**src/rtl/cflog_controller.sv**
```systemverilog
// ============================================================================
// cflog_controller
// ----------------------------------------------------------------------------
// Purpose:
//   Sequences every hardware write into the CF-Log region of data memory.
//   Branch events (source/destination PC pairs) and, optionally, speculative
//   path IDs are buffered in a small FIFO. Each buffered entry is then
//   serialised into 16-bit word writes at the log write pointer. When the
//   next entry does not fit in the remaining log space, a TCB flush is
//   requested. The pointer rewinds to the region base when the TCB acks.
//
// Build option:
//   CFLOG_SPEC_EN  - when defined, the speculative-ID port is live and the
//                    FIFO carries a type bit (BR = 2 words, SP = 1 word).
//                    When undefined, spec_ready is tied low and spec_valid
//                    and spec_id are ignored. Every entry is a branch that
//                    costs 2 words.
//
// Ports:
//   clk          in   1   system clock, all logic on posedge
//   reset        in   1   synchronous, active-high reset
//   ev_valid     in   1   branch event offered
//   ev_src       in  16   branch source PC
//   ev_dst       in  16   branch destination PC
//   ev_ready     out  1   branch event accepted when ev_valid && ev_ready
//   spec_valid   in   1   speculative-path ID offered
//   spec_id      in   8   matched speculative-path ID
//   spec_ready   out  1   spec ID accepted when spec_valid && spec_ready
//   log_wr_en    out  1   one-cycle memory write strobe
//   log_wr_addr  out 16   byte address of the write
//   log_wr_data  out 16   word written
//   log_ptr      out 16   words written since last flush (0..LOG_SIZE)
//   flush_req    out  1   TCB flush request (level)
//   flush_ack    in   1   TCB done, sampled only while flushing
//   busy         out  1   FIFO non-empty or FSM not idle
// ============================================================================
module cflog_controller #(
    parameter logic [15:0] LOG_MIN    = 16'h01B0,
    parameter logic [15:0] LOG_SIZE   = 16'h0080,
    parameter int          FIFO_DEPTH = 4,
    parameter logic [7:0]  SPEC_TAG   = 8'hFF
) (
    input  logic        clk,
    input  logic        reset,
    input  logic        ev_valid,
    input  logic [15:0] ev_src,
    input  logic [15:0] ev_dst,
    output logic        ev_ready,
    input  logic        spec_valid,
    input  logic [7:0]  spec_id,
    output logic        spec_ready,
    output logic        log_wr_en,
    output logic [15:0] log_wr_addr,
    output logic [15:0] log_wr_data,
    output logic [15:0] log_ptr,
    output logic        flush_req,
    input  logic        flush_ack,
    output logic        busy
);

    localparam int PTR_W = $clog2(FIFO_DEPTH);
    localparam int CNT_W = PTR_W + 1;

    localparam logic [1:0] ST_IDLE  = 2'd0;
    localparam logic [1:0] ST_WR0   = 2'd1;
    localparam logic [1:0] ST_WR1   = 2'd2;
    localparam logic [1:0] ST_FLUSH = 2'd3;

    // ------------------------------------------------------------------
    // Registers
    // ------------------------------------------------------------------
    logic [1:0]       r_state;
    logic [15:0]      r_log_ptr;
    logic             r_log_wr_en;
    logic [15:0]      r_log_wr_addr;
    logic [15:0]      r_log_wr_data;
    logic             r_flush_req;

    logic [31:0]      r_fifo_payload [FIFO_DEPTH];
`ifdef CFLOG_SPEC_EN
    logic             r_fifo_is_sp   [FIFO_DEPTH];
`endif
    logic [PTR_W-1:0] r_wr_ptr;
    logic [PTR_W-1:0] r_rd_ptr;
    logic [CNT_W-1:0] r_count;

    // ------------------------------------------------------------------
    // FIFO status and enqueue arbitration
    // ------------------------------------------------------------------
    logic        w_full;
    logic        w_empty;
    logic        w_push;
    logic        w_pop;
    logic [31:0] w_push_payload;

    assign w_full  = (r_count == CNT_W'(FIFO_DEPTH));
    assign w_empty = (r_count == '0);

`ifdef CFLOG_SPEC_EN
    logic w_push_sp;
    logic w_push_br;

    // A pending spec ID masks ev_ready, so at most one source pushes per
    // cycle. The spec requester wins a tie.
    assign spec_ready     = !w_full;
    assign ev_ready       = !w_full && !spec_valid;
    assign w_push_sp      = spec_valid && spec_ready;
    assign w_push_br      = ev_valid && ev_ready;
    assign w_push         = w_push_sp || w_push_br;
    assign w_push_payload = w_push_sp ? {24'd0, spec_id} : {ev_src, ev_dst};
`else
    logic w_unused;

    assign spec_ready     = 1'b0;
    assign ev_ready       = !w_full;
    assign w_push         = ev_valid && ev_ready;
    assign w_push_payload = {ev_src, ev_dst};
    assign w_unused       = &{1'b0, spec_valid, spec_id};
`endif

    // ------------------------------------------------------------------
    // Head-of-FIFO decode
    // ------------------------------------------------------------------
    logic [31:0] w_head_payload;
    logic        w_head_is_sp;
    logic [16:0] w_need;
    logic        w_fits;
    logic [15:0] w_wr_addr;
    logic [15:0] w_head_word0;

    assign w_head_payload = r_fifo_payload[r_rd_ptr];
`ifdef CFLOG_SPEC_EN
    assign w_head_is_sp   = r_fifo_is_sp[r_rd_ptr];
`else
    assign w_head_is_sp   = 1'b0;
`endif

    // The fit test is done at 17 bits so that log_ptr == LOG_SIZE cannot
    // wrap into a false "fits".
    assign w_need       = w_head_is_sp ? 17'd1 : 17'd2;
    assign w_fits       = ({1'b0, r_log_ptr} + w_need) <= {1'b0, LOG_SIZE};
    assign w_wr_addr    = LOG_MIN + {r_log_ptr[14:0], 1'b0};
    assign w_head_word0 = w_head_is_sp ? {SPEC_TAG, w_head_payload[7:0]}
                                       : w_head_payload[31:16];

    // The entry leaves the FIFO in the cycle its last word is on the bus.
    assign w_pop = ((r_state == ST_WR0) && w_head_is_sp) || (r_state == ST_WR1);

    // ------------------------------------------------------------------
    // FIFO storage
    // ------------------------------------------------------------------
    // NOTE: the storage array has no reset. Its contents are only read
    // behind r_count, which is reset, so clearing the data would add
    // logic without changing behaviour.
    always_ff @(posedge clk) begin
        if (w_push) begin
            r_fifo_payload[r_wr_ptr] <= w_push_payload;
`ifdef CFLOG_SPEC_EN
            r_fifo_is_sp[r_wr_ptr]   <= w_push_sp;
`endif
        end
    end

    // FIFO pointers and occupancy. Push and pop in the same cycle leave
    // the count unchanged. Pointers wrap naturally because the depth is a
    // power of two.
    // NOTE: every sequential assignment is non-blocking so that all
    // registers update together from values sampled before the edge.
    always_ff @(posedge clk) begin
        if (reset) begin
            r_wr_ptr <= '0;
            r_rd_ptr <= '0;
            r_count  <= '0;
        end else begin
            if (w_push) begin
                r_wr_ptr <= r_wr_ptr + PTR_W'(1);
            end
            if (w_pop) begin
                r_rd_ptr <= r_rd_ptr + PTR_W'(1);
            end
            case ({w_push, w_pop})
                2'b10:   r_count <= r_count + CNT_W'(1);
                2'b01:   r_count <= r_count - CNT_W'(1);
                default: r_count <= r_count;
            endcase
        end
    end

    // ------------------------------------------------------------------
    // Write sequencer
    // ------------------------------------------------------------------
    // All bus outputs are registered. The strobe, address and data for a
    // word are loaded on the edge that enters WR0/WR1, so the write is
    // visible during that state. log_ptr advances on the same edge.
    // Address and data hold their last values between writes, and only
    // log_wr_en qualifies them.
    always_ff @(posedge clk) begin
        if (reset) begin
            r_state       <= ST_IDLE;
            r_log_ptr     <= '0;
            r_log_wr_en   <= 1'b0;
            r_log_wr_addr <= '0;
            r_log_wr_data <= '0;
            r_flush_req   <= 1'b0;
        end else begin
            r_log_wr_en <= 1'b0;
            case (r_state)
                ST_IDLE: begin
                    if (!w_empty) begin
                        if (w_fits) begin
                            r_state       <= ST_WR0;
                            r_log_wr_en   <= 1'b1;
                            r_log_wr_addr <= w_wr_addr;
                            r_log_wr_data <= w_head_word0;
                            r_log_ptr     <= r_log_ptr + 16'd1;
                        end else begin
                            r_state     <= ST_FLUSH;
                            r_flush_req <= 1'b1;
                        end
                    end
                end

                ST_WR0: begin
                    if (w_head_is_sp) begin
                        r_state <= ST_IDLE;
                    end else begin
                        // log_ptr already counts the source word, so the
                        // current pointer addresses the destination word.
                        r_state       <= ST_WR1;
                        r_log_wr_en   <= 1'b1;
                        r_log_wr_addr <= w_wr_addr;
                        r_log_wr_data <= w_head_payload[15:0];
                        r_log_ptr     <= r_log_ptr + 16'd1;
                    end
                end

                ST_WR1: begin
                    r_state <= ST_IDLE;
                end

                ST_FLUSH: begin
                    // The entry that did not fit stays at the FIFO head.
                    // It is written at LOG_MIN once the pointer rewinds.
                    if (flush_ack) begin
                        r_state     <= ST_IDLE;
                        r_log_ptr   <= '0;
                        r_flush_req <= 1'b0;
                    end
                end

                default: begin
                    r_state <= ST_IDLE;
                end
            endcase
        end
    end

    // ------------------------------------------------------------------
    // Outputs
    // ------------------------------------------------------------------
    assign log_wr_en   = r_log_wr_en;
    assign log_wr_addr = r_log_wr_addr;
    assign log_wr_data = r_log_wr_data;
    assign log_ptr     = r_log_ptr;
    assign flush_req   = r_flush_req;
    assign busy        = !w_empty || (r_state != ST_IDLE);

endmodule

```
**config.mk**
```make
export PLATFORM = sky130hd
export DESIGN_NAME = cflog_controller
export DESIGN_NICKNAME = d
export VERILOG_FILES = /design/src/rtl/cflog_controller.sv
export SDC_FILE = /design/constraint.sdc
export NUM_CORES = 1
export LEC_CHECK = 0
export BUFFER_PORTS_ARGS = -buffer_cell sky130_fd_sc_hd__buf_4
export CAP_MARGIN = 5
export CORE_AREA = 2 2 110 139
export DETAILED_ROUTE_END_ITERATION = 10
export DIE_AREA = 0 0 112 141
export HOLD_SLACK_MARGIN = 0.08
export PLACE_DENSITY_LB_ADDON = 0.15
export SLEW_MARGIN = 0
export SYNTH_ARGS = -nofsm -noshare
export SYNTH_HDL_FRONTEND = slang
export SYNTH_SLANG_ARGS = --single-unit
```
**constraint.sdc**
```tcl
create_clock -name clk -period 3.2 [get_ports clk]
set_input_delay 0.16 -clock clk [delete_from_list [all_inputs] [get_ports clk]]
set_output_delay 0.16 -clock clk [all_outputs]
set_load 0.005 [all_outputs]
```
; ---- After elaboration in Yosys (flattened, before gate mapping)
; Memory sizes are Yosys's and may differ from the RTL's. A register that Yosys moved wholly into a read port is not among the register bits.
; Cells that the tools add are included.
[classes]
addsub = 7
order_cmp = 1
n_eq_ne = 10
muxes = 26
n_reduce_logical = 15
[ops]
columns = operator, count
row1 = $mux 16, 7
row2 = $pmux 16 s2, 2
row3 = $pmux 16 s3, 1
row4 = $add 16x2->17 const B, 1
row5 = $le 17x8->1 const B, 1
row6 = $add 16x1->16 const B, 1
row7 = $add 9x16->16 const A, 1
row8 = $mux 2, 5
row9 = $ne 2x2->1 const B, 4
row10 = $pmux 2 s4, 1
row11 = $reduce_and 4->1, 2
row12 = $reduce_bool 2->1, 4
row13 = $mux 1, 7
row14 = $eq 2x2->1 const B, 3
row15 = $pmux 3 s2, 1
row16 = $add 2x1->2 const B, 2
row17 = $eq 2x1->1 const B, 2
row18 = $pmux 1 s2, 2
row19 = $add 3x1->3 const B, 1
row20 = $eq 3x3->1 const B, 1
row21 = $logic_not 3->1, 1
row22 = $reduce_and 3->1, 1
row23 = $reduce_bool 3->1, 1
row24 = $sub 3x1->3 const B, 1
row25 = 5 further kinds, 6
[totals]
reg_bits = 59
ram_bits = 128
inputBits = 45
output_inout_bits = 53
wordCells = 69
mem_count = 1
[memory_table]
columns = name, words, word_bits, read_ports, rd_ports_with_merged_regs, write_ports, line_no
row1 = r_fifo_payload, 4, 32, 1, 1, 1, 79  ; logic [31:0] r_fifo_payload [FIFO_DEPTH];

; ---- Longest topological paths before layout
; Gate-level depths: netlist (run 1).
[depth]
word_depth = 5
mapped_depth = 10
ltp_nobuf = 10

; ---- Worst setup path after synthesis (run 1)
; Ideal clock, no wire load.
[synth_timing]
path_kind = register to register
startpoint = register r_log_ptr[2], in the netlist log_ptr[2]
endpoint = register r_log_wr_addr[10], in the netlist log_wr_addr[10]
setup_time_ps = 121
arrival_time_ps = 2349
t_required_ps = 3079
slack_ps = 730
path_stages_with_launch = 9
path_buffers = 1
synth_period_minus_slack_ps = 2470
path_cell_list = dfxtp_1 > ha_1 > nand4_2 > nor4_1 > a211oi_2 > and4_1 > buf_4 > a31oi_4 > mux2_2
[synth_via]
elab_chain_cells = 4
elab_cells_between_ends = 8
classes_between = add/sub: 2 / order compare: 1 / eq/ne: 1 / mux: 3 / reduce/logical: 1
[synth_rtl]
columns = item, line_no
row1 = "start, declared", 73  ; logic [15:0] r_log_ptr;
row2 = "start signal, assigned", 215  ; r_log_ptr <= r_log_ptr + 16'd1;
row3 = "start signal, assigned", 233  ; r_log_ptr <= r_log_ptr + 16'd1;
row4 = $add 16x2->17 or $add 9x16->16 (tied branches), "141, 142"
row5 = $le 17x8->1 or $mux 16 (tied branches), "141, 210"
row6 = $ne 2x2->1 (no source line) or $mux 16 (tied branches), -
row7 = $reduce_and 3->1 (no source line) or $pmux 16 s2 (tied branches), -
row8 = "end signal, assigned", 213  ; r_log_wr_addr <= w_wr_addr;
row9 = "end signal, assigned", 231  ; r_log_wr_addr <= w_wr_addr;
row10 = "end, declared", 75  ; logic [15:0] r_log_wr_addr;
; Several ways; a longest one is shown, not always the timed one. The select of a mux whose other input is x is not followed.
; A chain may end at the register's enable or synchronous reset.

; ---- Worst setup path after layout (run 1)
[layout_timing]
startpoint = register r_log_ptr[4], in the netlist log_ptr[4]
endpoint = register r_log_ptr[4], in the netlist log_ptr[4]
[layout_via]
elab_chain_cells = 4
elab_cells_between_ends = 8
classes_between = add/sub: 2 / order compare: 1 / eq/ne: 1 / mux: 3 / reduce/logical: 1
[layout_rtl]
columns = item, line_no
row1 = $add 16x2->17 or $add 16x1->16 (tied branches), "141, 215, 233"
row2 = $le 17x8->1 or $mux 16 (tied branches), "141, 210"
row3 = $ne 2x2->1 (no source line) or $mux 16 (tied branches), -
row4 = $reduce_and 4->1 (no source line) or $pmux 16 s3 (tied branches), -
; Several ways; a longest one is shown, not always the timed one. The select of a mux whose other input is x is not followed.

==> results of run 1 <==
## power by group through the flow
stage / registers [mW] / logic, mW / clock network (mW)
6_report: 3.11 / 1.56 / 2.05
4_1_cts: 3.11 / 1.57 / 2.08
5_1_grt: 3.14 / 1.69 / 2.17
3_5_place_dp: 3.16 / 1.53 / 0
2_1_floorplan: 3.06 / 0.942 / 0
3_3_place_gp: 3.14 / 1.49 / 0
## cells in the final DEF (no fill, tap or decap), types with 3 or more instances in the layout
master           n
and4_1           5
nor2_1          28
nor3_1           5
and3_1           6
o311ai_0         6
inv_1           17
clkinv_8         3
or2_2            5
nand4_1          8
xor2_1           6
dfxtp_1         59
nand2_1         71
nand3_1          6
buf_4          111
mux4_2          32
mux2_2           4
clkbuf_16       17
a211oi_1         9
o41ai_2          7
o21ai_0         27
dlygate4sd3_1   33
o211ai_1        17
mux2i_1          4
nor3b_1         17
nand2b_1         6
edfxtp_1       128
a311oi_1         9
o41ai_1          6
or3_1            5
nor2b_1         11
nand3b_1         4
ha_1            10
a211o_1          4
inv_8            4
a21oi_1          8
inv_6            3
xnor2_1         12
## final cells by class
type,count,area (µm²),share of cell area
flip-flops and latches,188,5046,0.5048
multi-input cells,363,2900,0.2901
repair buffers,144,1164,0.1164
clock buffers,17,425.4,0.04255
well taps,182,227.7,0.02278
clock inverters,15,166.4,0.01665
inverters,18,67.56,0.006758
## kinds of logic after synthesis
family,after synthesis,share of synthesized area
simple gates,184,0.1137
mux,40,0.09774
other cells,1,0.0004549
fa+ha+maj,11,0.01761
flops,188,0.6119
compound gates,108,0.1024
xor+xnor,18,0.01912
buf+inv,69,0.03703
## state kept, by name, summed over array words and instances (netlist names), named ones only
name,count
r_fifo_payload,128
log_ptr,16
log_wr_data,16
log_wr_addr,15
r_count,3
r_rd_ptr,2
r_state,2
r_wr_ptr,2
flush_req,1
log_wr_en,1
## worst max-delay path, delay by kind of cell, from the launching register on
| kind | cells | cell delay, ps |
|---|---|---|
| fa+ha+maj | 1 | 320 |
| compound gates | 4 | 1160 |
| buf+inv | 1 | 250 |
| flops | 1 | 540 |
| simple gates | 2 | 520 |
## timing repair
action,4_1_cts,5_1_grt
resized for setup,0,0
endpoints found under the hold margin,129,0
hold buffers,33,0
## routing by layer
| metal | up-vias | share of wire |
|---|---|---|
| li1 | 2581 | - |
| met1 | 2797 | 0.39 |
| met2 | 213 | 0.53 |
| met3 | 38 | 0.051 |
| met4 | 0 | 0.029 |
| met5 | - | 0 |
## worst min-delay path by stage
stage | end | startpoint | slack (ps) | depth (start not counted)
after floorplan | flush_req$_SDFFE_PP0P_ | flush_ack | 260 | 1
after global placement | r_fifo_payload[0][2]$_DFFE_PP_ | ev_dst[2] | 360 | 1
after detailed placement | r_fifo_payload[2][1]$_DFFE_PP_ | ev_dst[1] | 360 | 1
after CTS | r_wr_ptr[0]$_SDFFE_PP0P_ | ev_valid | 180 | 4
after global routing | r_wr_ptr[1]$_SDFFE_PP0P_ | ev_valid | 190 | 4
final | r_wr_ptr[0]$_SDFFE_PP0P_ | ev_valid | 200 | 4
==> reports/qor.yml, run 1 <==
status: "completed"
cts.reportedPaths.clkPinSlew_ps: 70
vias_per_cell: 6.072
synth_top_area_frac: 0.4662
r2r-end: "log_ptr[4]$_SDFFE_PP0P_"
p_comb_frac: 0.233
p_per_area_nw_per_um2: 672.5
fin_crit_sh: 0.9139
swShare: 0.3022
grt_use_met1: 0.2766
synth.area.top_cells: "edfxtp_1, dfxtp_1, mux4_2, nand2_1, o21ai_0"
crit_fanout: 10
yosys-top-cells-count: "edfxtp_1, nand2_1, dfxtp_1"
cp-start-kind: "flop"
avgSynthCellArea_um2: 13.32
setup_ws_ps: 275.5
ff2ff_path_depth: 8
tns_ps: 0
yosysMostFrequentCell: "edfxtp_1"
final_util: 0.6829
whs_ps: 196.7
final_nets: 788
clk_path_buf_depth: 2
dp_hpwl_um: 11920
syn_to_final_growth_pct: 21.26
htreeDepth: 4
layout-drive-gt1-share: 0.2671
synth_top_cell_by_area: "edfxtp_1"
grt_use_met3: 0.05460
min_path_type: "in -> reg"
fin_area_um2: 9997
gr-total-overflow: 0
core_region_area_um2: 14640
max_freq_ghz: 0.3419
routed-via-count: 5629
io_buffers: 86
cap_violations: 0
grt_start_max_net_pins: 49
synth_edf_count: 128
power_frac_seq: 0.463
hold_viol: 0
crit_type: "reg -> reg"
dp.cells: 862
syn-instance-count: 619
die_y_um: 141
critPathArrivalTime_ps: 3240
grt_setup_unrepaired: "no"
r2r_setup_slack_ps: 280
ys.warnings.count: 0
grt_pass1_vias: 5752
clock_skew_ps: 6.536
slew_headroom: 0.5344
die_w_um: 112
crit_chain: "ha_1 > nand4_2 > o31a_1 > a211oi_2 > and4_1 > a31oi_4 > buf_4 > o41ai_1"
antenna_found_initial: 0
finalSetupViolCount: 0
gr-usage-met2: 0.4316
busiest_layer: "met2"
synth.distinct_cells: 57
power.leakage_nw: 3.563
endpoint_kind: "flop"
netSwitchingPower_mw: 2.032
power.internal_mw: 4.691
avgRoutedWirePerCell_um: 20.21
clock-sinks: 188
drc: 0
clockPowerShare: 0.305
synth-main-ff-cell: "edfxtp_1"
cpPeakStageDelay_ps: 540
startpoint: "log_ptr[4]$_SDFFE_PP0P_"
n_fill_cell: 1050
diodes: 0
synth-seq-cells: 188
dr.first_iter.drc_count: 512
antenna_left: 0
dpl-instance-area_um2: 9075
wl_um: 18740
cts_tree: "done"
p_total_mw: 6.723
start_util: 0.5632
slowest_stage: "dfxtp_1"
cts_root_buf: "clkbuf_16"
numCtsBuffers: 17
period_needed_ps: 2924
netlist_area_um2: 8244
place_worst_setup_slack_ps: 307.5
async_flop_share: 0
firstDrtPassIters: 5
cts_setup_buffers: 0
rr_startpoint: "log_ptr[4]$_SDFFE_PP0P_"
ir_worst_vdd_mv: 0.6406
worstSkewPairLatency_ps: 430
grt_first_pass_wirelength_um: 29250
ios: 98
finalWeightedCongestion: 0.8974
rows: 50
worst_slew_pin_slew_ps: 698.4
grtUsageTotal: 0.2407
required_ps: 3510
slew_viol_final: 0
yosysSeqAreaShare: 0.6119
crit_end: "log_ptr[4]$_SDFFE_PP0P_"
dieArea_um2: 15790
stdcell_count: 927
Power figures use the tool's default switching activity.
==> inputs of run 2 (changes only) <==
--- a/config.mk
+++ b/config.mk
@@ -6,12 +6,12 @@
 export NUM_CORES = 1
 export LEC_CHECK = 0
 export BUFFER_PORTS_ARGS = -buffer_cell sky130_fd_sc_hd__buf_4
-export CAP_MARGIN = 5
 export CORE_AREA = 2 2 110 139
 export DETAILED_ROUTE_END_ITERATION = 10
 export DIE_AREA = 0 0 112 141
 export HOLD_SLACK_MARGIN = 0.08
 export PLACE_DENSITY_LB_ADDON = 0.15
+export SETUP_SLACK_MARGIN = 0.3
 export SLEW_MARGIN = 0
 export SYNTH_ARGS = -nofsm -noshare
 export SYNTH_HDL_FRONTEND = slang
==> run 2 against run 1 <==
Clock power hardly changed. Sequential power hardly changed. Maximum frequency is 6.6% higher. Hold slack worse by 3.4 ps. Combinational power hardly changed. Die area stayed put. Count of clock-buffer cells in the layout stayed put. First-iteration DRC count is 3.3% higher. Total power hardly changed. Register-to-register slack better by 180 ps. Clock skew hardly changed.
==> reports/qor.yml, run 2 (synthesis gave the netlist of run 1 again) <==
cp-start-kind: "flop"  # unchanged
n_fill_cell: 1048  # was 1050
gr-total-overflow: 0  # unchanged
cts_setup_buffers: 0  # unchanged
crit_chain: "nand4_1 > o31a_1 > a211oi_2 > and4_1 > a31oi_4 > buf_4 > o41ai_1"  # was ha_1 > nand4_2 > o31a_1 > a211oi_2 > and4_1 > a31oi_4 > buf_4 > o41ai_1
diodes: 0  # unchanged
slowest_stage: "dfxtp_1"  # unchanged
crit_fanout: 12  # was 10
worst_slew_pin_slew_ps: 701.5  # was 698.4 ps
clk_path_buf_depth: 2  # unchanged
tns_ps: 0  # unchanged
clock-sinks: 188  # unchanged
p_comb_frac: 0.232  # was 0.233
dp_hpwl_um: 11920  # unchanged
drc: 0  # unchanged
firstDrtPassIters: 5  # unchanged
routed-via-count: 5646  # was 5629
grtUsageTotal: 0.2410  # was 0.2407
grt_pass1_vias: 5753  # was 5752
clock_skew_ps: 6.510  # was 6.536 ps
die_y_um: 141  # unchanged
swShare: 0.3021  # was 0.3022
required_ps: 3500  # was 3510 ps
antenna_left: 0  # unchanged
largest_reg_flops: 128  # unchanged
grt_setup_unrepaired: "no"  # unchanged
power.leakage_nw: 3.565  # was 3.563 nW
finalWeightedCongestion: 0.8974  # unchanged
crit_type: "reg -> reg"  # unchanged
vias_per_cell: 6.091  # was 6.072
slew_headroom: 0.5323  # was 0.5344
whs_ps: 193.3  # was 196.7 ps
hold_viol: 0  # unchanged
finalSetupViolCount: 0  # unchanged
antenna_found_initial: 0  # unchanged
cpPeakStageDelay_ps: 630  # was 540 ps
ir_worst_vdd_mv: 0.6426  # was 0.6406 mV
clockPowerShare: 0.305  # about the same
final_common_cell: "edfxtp_1"  # unchanged
ios: 98  # unchanged
cts_root_buf: "clkbuf_16"  # unchanged
cap_violations: 0  # unchanged
die_w_um: 112  # unchanged
worstSkewPairLatency_ps: 430  # about the same
slew_viol_final: 0  # unchanged
syn_to_final_growth_pct: 21.48  # was 21.26%
stdcell_count: 927  # unchanged
netSwitchingPower_mw: 2.031  # was 2.032 mW
power.internal_mw: 4.694  # was 4.691 mW
numCtsBuffers: 17  # unchanged
grt_start_max_net_pins: 49  # unchanged
p_per_area_nw_per_um2: 671.5  # was 672.5 nW/µm²
cts_tree: "done"  # unchanged
io_buffers: 86  # unchanged
start_util: 0.5632  # unchanged
core_region_area_um2: 14640  # unchanged
fin_crit_sh: 0.8572  # was 0.9139
final_nets: 788  # unchanged
dr.first_iter.drc_count: 529  # was 512
dieArea_um2: 15790  # unchanged
endpoint_kind: "flop"  # unchanged
grt_first_pass_wirelength_um: 29270  # was 29250 µm
avgRoutedWirePerCell_um: 20.29  # was 20.21 µm
final_cell_mix: "edfxtp_1, buf_4, nand2_1"  # unchanged
dp.cells: 862  # unchanged
top_register: "r_fifo_payload"  # unchanged
layout-drive-gt1-share: 0.2738  # was 0.2671
cts.reportedPaths.clkPinSlew_ps: 70  # about the same
rows: 50  # unchanged
period_needed_ps: 2743  # was 2924 ps
wl_um: 18810  # was 18740 µm
critPathArrivalTime_ps: 3040  # was 3240 ps
htreeDepth: 4  # unchanged
min_path_type: "in -> reg"  # unchanged
power_frac_seq: 0.463  # about the same
max_freq_ghz: 0.3645  # was 0.3419 GHz
status: "completed"  # unchanged
run 2: cell counts in the layout (fill, tap and decap cells not counted):
Identical to the previous run, type by type.
run 2: path summary, 6_finish.rpt:
kind	from	to	slack, ps	depth (start not counted)
setup reg to reg	log_ptr[7]$_SDFFE_PP0P_	log_ptr[4]$_SDFFE_PP0P_	460	7
hold / removal	ev_valid	r_wr_ptr[0]$_SDFFE_PP0P_	190	4
setup / recovery	log_ptr[7]$_SDFFE_PP0P_	log_ptr[4]$_SDFFE_PP0P_	460	7
hold reg to reg	log_wr_addr[15]$_SDFFE_PP0P_	log_wr_addr[15]$_SDFFE_PP0P_	480	2
run 2: what timing repair did:
item | CTS | global route
hold buffers | 33 | 0
endpoints found under the hold margin | 129 | 0
gates resized for setup | 3 | 3
setup endpoints to repair | 4 | 14
run 2: power groups by stage:
stage	logic, mW	clock network, mW	registers [mW]
after CTS	1.57	2.08	3.11
after floorplan	0.942	0	3.06
after detailed placement	1.53	0	3.16
after global placement	1.49	0	3.14
after global routing	1.69	2.18	3.14
final	1.56	2.05	3.11
run 2: metal layers:
layer / vias to the layer above / global-route usage / share of wire
li1: 2585 / - / -
met1: 2810 / 0.2769 / 0.39
met2: 215 / 0.4322 / 0.53
met3: 36 / 0.05460 / 0.051
met4: 0 / 0.1046 / 0.028
met5: - / 0 / 0
run 2: per-stage QoR:
step	worst slack [ps]	power (mW)	util	area [µm²]
final	456.8	6.725	0.6841	10010
after global routing	291.3	7.008	0.6841	10010
after CTS	327.8	6.761	0.6832	10000
after detailed placement	307.5	4.689	0.6199	9075
after global placement	371.9	4.636	0.6199	9075
after floorplan	730.3	4.004	-	8248
run 2: worst max-delay path, delay by kind of cell, from the launching register on:
family / cells / cell delay, ps
AO/OA/AOI/OAI: 4 / 1170
buffers and inverters: 1 / 250
flip-flops: 1 / 630
AND/OR/NAND/NOR: 2 / 560
run 2: final cells by class:
class	instances	area, µm²	share of cell area
timing repair buffer	144	1164	0.1162
inverter	18	67.56	0.006747
sequential	188	5050	0.5042
clock buffer	17	425.4	0.04248
multi-input combinational	363	2914	0.2910
clock inverter	15	166.4	0.01662
tap	182	227.7	0.02274
